===== config.mk =====
export PLATFORM = sky130hd
export DESIGN_NAME = data_sram_axi_bridge
export DESIGN_NICKNAME = d
export VERILOG_FILES = /design/src/rtl/mips_axi_pkg.sv /design/src/rtl/data_sram_axi_bridge.sv
export SDC_FILE = /design/constraint.sdc
export NUM_CORES = 1
export LEC_CHECK = 0
export ABC_AREA = 1
export BUFFER_PORTS_ARGS = -buffer_cell sky130_fd_sc_hd__buf_2
export CAP_MARGIN = 20
export CORE_AREA = 8 8 90 152
export CTS_BUF_LIST = sky130_fd_sc_hd__clkbuf_8
export DETAILED_ROUTE_END_ITERATION = 7
export DIE_AREA = 0 0 98 160
export GPL_ROUTABILITY_DRIVEN = 0
export PLACE_DENSITY = 0.77
export SLEW_MARGIN = 20
export SYNTH_ARGS = -nofsm -noshare
export SYNTH_HDL_FRONTEND = slang
export SYNTH_SLANG_ARGS = --single-unit

===== constraint.sdc =====
create_clock -name clk -period 1.3 [get_ports clk]
set_input_delay 0.26 -clock clk [delete_from_list [all_inputs] [get_ports clk]]
set_output_delay 0.26 -clock clk [all_outputs]
set_load 0.03 [all_outputs]

===== src/rtl/mips_axi_pkg.sv =====
// Shared definitions for the MIPS core's SRAM-to-AXI bridges.
// The data-side bridge uses this package, and an instruction-side twin can reuse it.
package mips_axi_pkg;

  typedef enum logic [2:0] {
    IDLE,
    RD_ADDR,
    RD_DATA,
    WR_REQ,
    WR_RESP,
    DONE
  } bridge_state_e;

  // Fixed AXI fields; the SoC top ties these off.
  localparam logic [2:0] SIZE_WORD  = 3'b010;
  localparam logic [1:0] BURST_INCR = 2'b01;
  localparam logic [7:0] LEN_SINGLE = 8'd0;

  function automatic logic [31:0] word_align(input logic [31:0] addr);
    return {addr[31:2], 2'b00};
  endfunction

endpackage


===== src/rtl/data_sram_axi_bridge.sv =====
// Data-side bridge: turns one M-stage load/store into a single-beat AXI transaction
// and keeps the core stalled until the beat completes.
module data_sram_axi_bridge
  import mips_axi_pkg::*;
#(
  parameter logic [3:0] AXI_ID   = 4'd1,
  parameter bit         ALIGN_RD = 1'b1
) (
  input  logic        clk,
  input  logic        rst,
  input  logic        mem_en,
  input  logic        mem_ren,
  input  logic [31:0] mem_addr,
  input  logic [3:0]  mem_wen,
  input  logic [31:0] mem_wdata,
  output logic [31:0] mem_rdata,
  output logic        d_stall,
  input  logic        all_stall,
  output logic [3:0]  arid,
  output logic [31:0] araddr,
  output logic        arvalid,
  input  logic        arready,
  input  logic [31:0] rdata,
  input  logic        rvalid,
  output logic        rready,
  output logic [3:0]  awid,
  output logic [31:0] awaddr,
  output logic        awvalid,
  input  logic        awready,
  output logic [31:0] wdata,
  output logic [3:0]  wstrb,
  output logic        wvalid,
  input  logic        wready,
  input  logic        bvalid,
  output logic        bready
);

  bridge_state_e state_q, state_d;
  logic [31:0]   addr_q, addr_d;
  logic [31:0]   wdata_q, wdata_d;
  logic [3:0]    wstrb_q, wstrb_d;
  logic [31:0]   rdata_q, rdata_d;
  logic          aw_ok_q, aw_ok_d;
  logic          w_ok_q, w_ok_d;
  logic          req;

  assign req     = mem_en & (mem_ren | (mem_wen != 4'b0000));
  assign d_stall = req & (state_q != DONE);

  // AXI payload comes only from the latched copies, so it stays stable while valid is high.
  assign arid      = AXI_ID;
  assign awid      = AXI_ID;
  assign araddr    = ALIGN_RD ? word_align(addr_q) : addr_q;
  assign awaddr    = word_align(addr_q);
  assign wdata     = wdata_q;
  assign wstrb     = wstrb_q;
  assign mem_rdata = rdata_q;

  always_ff @(posedge clk or negedge rst) begin
    if (!rst) begin
      state_q <= IDLE;
      addr_q  <= 32'd0;
      wdata_q <= 32'd0;
      wstrb_q <= 4'd0;
      rdata_q <= 32'd0;
      aw_ok_q <= 1'b0;
      w_ok_q  <= 1'b0;
    end else begin
      state_q <= state_d;
      addr_q  <= addr_d;
      wdata_q <= wdata_d;
      wstrb_q <= wstrb_d;
      rdata_q <= rdata_d;
      aw_ok_q <= aw_ok_d;
      w_ok_q  <= w_ok_d;
    end
  end

  always_comb begin
    state_d = state_q;
    addr_d  = addr_q;
    wdata_d = wdata_q;
    wstrb_d = wstrb_q;
    rdata_d = rdata_q;
    aw_ok_d = aw_ok_q;
    w_ok_d  = w_ok_q;
    arvalid = 1'b0;
    rready  = 1'b0;
    awvalid = 1'b0;
    wvalid  = 1'b0;
    bready  = 1'b0;

    unique case (state_q)
      IDLE: begin
        aw_ok_d = 1'b0;
        w_ok_d  = 1'b0;
        if (req) begin
          addr_d  = mem_addr;
          wdata_d = mem_wdata;
          wstrb_d = mem_wen;
          // A store wins if the core also raised mem_ren.
          state_d = (mem_wen != 4'b0000) ? WR_REQ : RD_ADDR;
        end
      end
      RD_ADDR: begin
        arvalid = 1'b1;
        if (arready) state_d = RD_DATA;
      end
      RD_DATA: begin
        rready = 1'b1;
        if (rvalid) begin
          rdata_d = rdata;
          state_d = DONE;
        end
      end
      WR_REQ: begin
        awvalid = !aw_ok_q;
        wvalid  = !w_ok_q;
        if (awvalid && awready) aw_ok_d = 1'b1;
        if (wvalid && wready)   w_ok_d  = 1'b1;
        if (aw_ok_d && w_ok_d)  state_d = WR_RESP;
      end
      WR_RESP: begin
        bready = 1'b1;
        if (bvalid) state_d = DONE;
      end
      DONE: begin
        // Wait for the whole pipeline to advance so the held request is not reissued.
        if (!all_stall) state_d = IDLE;
      end
      default: state_d = IDLE;
    endcase
  end

endmodule


==> metrics.sh <==
POST-SYNTH-TOP-AREA-CELL='sky130_fd_sc_hd__dfrtp_1'
ANTENNA_VIOLATING_NETS_POST_ROUTE=0
STDCELL_AREA_SQ_MM=0.00690
FIRST_GLOBAL_VIAS=4196
WORST_IR_DROP_VDD_mV=1.63
DIE_W_UM=98
HTREEDEPTH=3
CTS_SINKS=103
SYNTH_TOP_FAMILY_BY_AREA='buffers and inverters'
CLOCK_LATENCY_NS=0.36
POWER.DENSITY_mW_PER_MM2=2860
PWR-SHARE-CLK_PCT=10.9
USE_MET2_PCT=33.4
DRIVE_GT1_SHARE_PCT=57.8
YS_ASYNC_SR_FRACTION_PCT=100
CLK_PIN_SLEW_NS=0.11
YOSYS-TOP-CELLS-AREA='sky130_fd_sc_hd__dfrtp_1 (54%), sky130_fd_sc_hd__mux2_4 (9.5%), sky130_fd_sc_hd__nand2_1 (6.8%)'
FINAL_MAX_SLEW_VIOL_COUNT=0
GRT_FIRST_PASS_WIRELENGTH_UM=22200
SYNTH_TOP_FLOP_CELL='sky130_fd_sc_hd__dfrtp_1'
SW_FRAC_OF_TOTAL_PCT=48.5
WORSTPATHMAXFANOUT=4
TOTAL_LEAKAGE_POWER_nW=4.00
TRITONCTS.NUM_BUFFERS=9
SYNTH_COMPOUND_AREA_SHARE_PCT=8.90
YS_FF_LATCH=103
SYNTH.CELL_AREA_SQ_MM=0.00475
GRT_ANTENNA_BEFORE_REPAIR=1
GRT_OVERFLOW_TOTAL=0
SYNTH_TOP_CELLS_BY_COUNT='sky130_fd_sc_hd__dfrtp_1 (103), sky130_fd_sc_hd__nand2_1 (86), sky130_fd_sc_hd__inv_1 (79), sky130_fd_sc_hd__o21ai_0 (49), sky130_fd_sc_hd__buf_4 (42)'
VIA_TOTAL_AFTER_DETAILED_ROUTING=3905
NETLIST-CELL-TYPE-COUNT=24
USE_MET3_PCT=5.18
DESIGN.DIE.AREA_SQ_MM=0.0157
POWER_REPORT.INTERNAL_TOTAL_mW=10.2
STATUS='finished with violations'
REMAINING_DRC_ERRORS=0
CRIT_ARRIVAL_NS=1.37
ROOT_BUFFER='sky130_fd_sc_hd__clkbuf_8'
PLACEDINSTANCEAREA_SQ_MM=0.00598
ROWS=52
SETUP_REPAIR_AFTER_GLOBAL_ROUTING_MISSED_ITS_MARGIN='true'
GR-USAGE-MET1_PCT=17.7
FINAL_WORST_PATH_PERIOD_SHARE_PCT=125
SETUP-TNS-FINAL_NS=-30.43
POST_DRT_WL_PER_CELL_UM=17.1
EDFF_COUNT_SYNTH=0
CLOCK_TREE_FROM_TRITONCTS='yes'
COMBINATIONALPOWERSHARE_PCT=59.5
SYNTH-SIMPLE-AREA-SHARE_PCT=9.87
INITIAL_CORE_UTIL_PCT=41.3
POST-ROUTE-MIN-PERIOD_NS=1.63
GLOBAL_ROUTE.PEAK_USAGE_LAYER='met2'
SYNTHCELLS=458
FINALHOLDVIOLCOUNT=0
PLACE_INST=807
TIMING.SETUP.CRITICAL_PATH_CLASS='reg2out'
SYNTH_LARGEST_TYPE_AREA_FRACTION_PCT=54.2
SYNTH_MUX_AREA_SHARE_PCT=9.95
DRT-VIAS-PER-INSTANCE=4.60
MOST_FREQUENTLY_USED_CELL_TYPE_IN_THE_POST_SYNTHESIS_NETLIST='sky130_fd_sc_hd__dfrtp_1'
CORE-AREA_SQ_MM=0.0115
POST_SYNTH_XOR_AREA_FRACTION_PCT=0
DETAIL_ROUTE.ITER0.VIOLATIONS=120
MAXIMUM_NUMBER_OF_PINS_ON_ONE_NET_BEFORE_GLOBAL_ROUTE_REPAIR=58
AVGSYNTHCELLAREA_SQ_UM=10.4
FLOW.AREA_GROWTH_FROM_SYNTHESIS_PCT=45.3
DRT_FIRST_PASS_ITERS=4
YOSYSSEQAREASHARE_PCT=54.2
SYNTH.YOSYS.WARNINGS=0
MIN-DELAY-PATH-CLASS='in2reg'
P_SEQ_SHARE_PCT=29.6
IO_BUFFERS=241
DP_HPWL_UM=10000
CRITICAL_PATH_REQUIRED_NS=1.04
TRACK_USAGE_PCT=17.9
P_SW_mW=9.57
SETUP_SLACK_NS=-0.327
DIE_H_UM=160
SETUP_VIOLATIONS=108
TIMING.FMAX_MHz=615
FAILED_CHECKS='setup timing'
FINAL_NET_COUNT=818
SYNTH_ADDER_AREA_SHARE_PCT=0
FINALCOREUTILIZATION_PCT=60.0
DETAIL_ROUTE.WIRELENGTH_UM=14500
CLOCK_SKEW_NS=0.0124
CRITICAL_PATH.ENDPOINT_TYPE='primary output'
MAX_CAP_VIOL_COUNT=0
CTS_BUFFER_DEPTH=2
IO_PINS=256
HOLD_SLACK_NS=0.106
SETUP.WORST_PATH.START_CLASS='register'
STDCELL_COUNT=849
-- registers in the layout (all words and copies together) (netlist names) --
signal	cells
aw_ok_q	1
addr_q	30
wstrb	4
w_ok_q	1
state_q	3
wdata	32
mem_rdata	32
-- power by group through the flow --
stage / registers (mW) / logic, mW / clock network, mW
6_report: 5.86 / 11.8 / 2.14
5_1_grt: 6.06 / 12.5 / 2.33
4_1_cts: 5.80 / 11.3 / 2.22
3_5_place_dp: 5.76 / 10.2 / 0
3_3_place_gp: 5.70 / 10.0 / 0
2_1_floorplan: 8.61 / 4.77 / 0
-- logic make-up (layout without fill, tap and decap cells) --
kind of cell           count (synthesis)  in the layout
AO/OA/AOI/OAI                         72             72
buffers and inverters                140            385
flip-flops                           103            103
multiplexers                          32             32
other                                  2             13
AND/OR/NAND/NOR                      109            109
-- repair_timing --
item | CTS | global route
endpoints found under the hold margin | 18 | 0
gates cloned | 7 | 3
pin swaps | 7 | 7
hold buffers | 1 | 0
resized for setup | 72 | 28
setup buffers | 11 | 7
endpoints found under the setup margin | 107 | 111
-- worst max-delay path: stages (launching register included) --
cell	delay (ns)
sky130_fd_sc_hd__dfrtp_2	0.47
sky130_fd_sc_hd__buf_4	0.16
sky130_fd_sc_hd__nor2_4	0.13
sky130_fd_sc_hd__nand2_2	0.07
sky130_fd_sc_hd__inv_2	0.06
sky130_fd_sc_hd__buf_6	0.12
-- placed cells by master, fill, tap and decap left out, types with 2 or more instances in the layout --
master,instances
sky130_fd_sc_hd__conb_1,12
sky130_fd_sc_hd__clkbuf_16,2
sky130_fd_sc_hd__mux2_2,2
sky130_fd_sc_hd__inv_8,2
sky130_fd_sc_hd__nor2_4,8
sky130_fd_sc_hd__dfrtp_2,3
sky130_fd_sc_hd__dfrtp_1,100
sky130_fd_sc_hd__o21ai_2,22
sky130_fd_sc_hd__clkinvlp_4,2
sky130_fd_sc_hd__nand2_1,55
sky130_fd_sc_hd__buf_6,18
sky130_fd_sc_hd__nor2_1,2
sky130_fd_sc_hd__buf_16,7
sky130_fd_sc_hd__mux2_4,30
sky130_fd_sc_hd__buf_4,18
sky130_fd_sc_hd__nand2_2,17
sky130_fd_sc_hd__buf_2,228
sky130_fd_sc_hd__inv_2,3
sky130_fd_sc_hd__inv_4,2
sky130_fd_sc_hd__clkbuf_4,4
sky130_fd_sc_hd__nand3_2,2
sky130_fd_sc_hd__o21ai_0,3
sky130_fd_sc_hd__nand2_4,15
sky130_fd_sc_hd__clkbuf_8,10
sky130_fd_sc_hd__nand3_1,6
sky130_fd_sc_hd__o21ai_1,43
sky130_fd_sc_hd__inv_1,76
sky130_fd_sc_hd__buf_12,8
-- path summary, 6_finish.rpt --
path                                    from             to  slack (ns)  cells after the start
worst max-delay path              state_q[1]        arvalid       -0.33                      5
worst min register to register     wdata[29]      wdata[29]        0.48                      2
worst max register to register    state_q[0]  mem_rdata[25]       -0.32                      6
min in group asynchronous                rst  mem_rdata[11]        0.32                      2
max in group asynchronous                rst     state_q[1]        0.43                      3
worst min-delay path            mem_wdata[4]       wdata[4]        0.11                      3
-- final cells by class --
| type | instances | area (sq um) |
|---|---|---|
| timing repair buffer | 288 | 1970 |
| clock inverter | 6 | 76.3 |
| inverter | 81 | 309 |
| tap | 135 | 169 |
| clock buffer | 10 | 138 |
| multi-input combinational | 225 | 1660 |
| sequential | 103 | 2580 |
| antenna | 1 | 2.50 |
| fill | 972 | 4610 |
-- metrics by stage --
step / setup WS [ns] / total power, mW
2_1_floorplan: -0.247 / 13.4
3_3_place_gp: -0.140 / 15.7
3_5_place_dp: -0.178 / 15.9
4_1_cts: -0.349 / 19.4
5_1_grt: -0.434 / 20.9
6_report: -0.327 / 19.8
-- layer usage --
metal	share of wire [%]	wire [um]
met5	0	0
met4	2.8	410
met3	5.7	830
met2	56	8130
met1	36	5180
(Power assumes the default switching activity.)
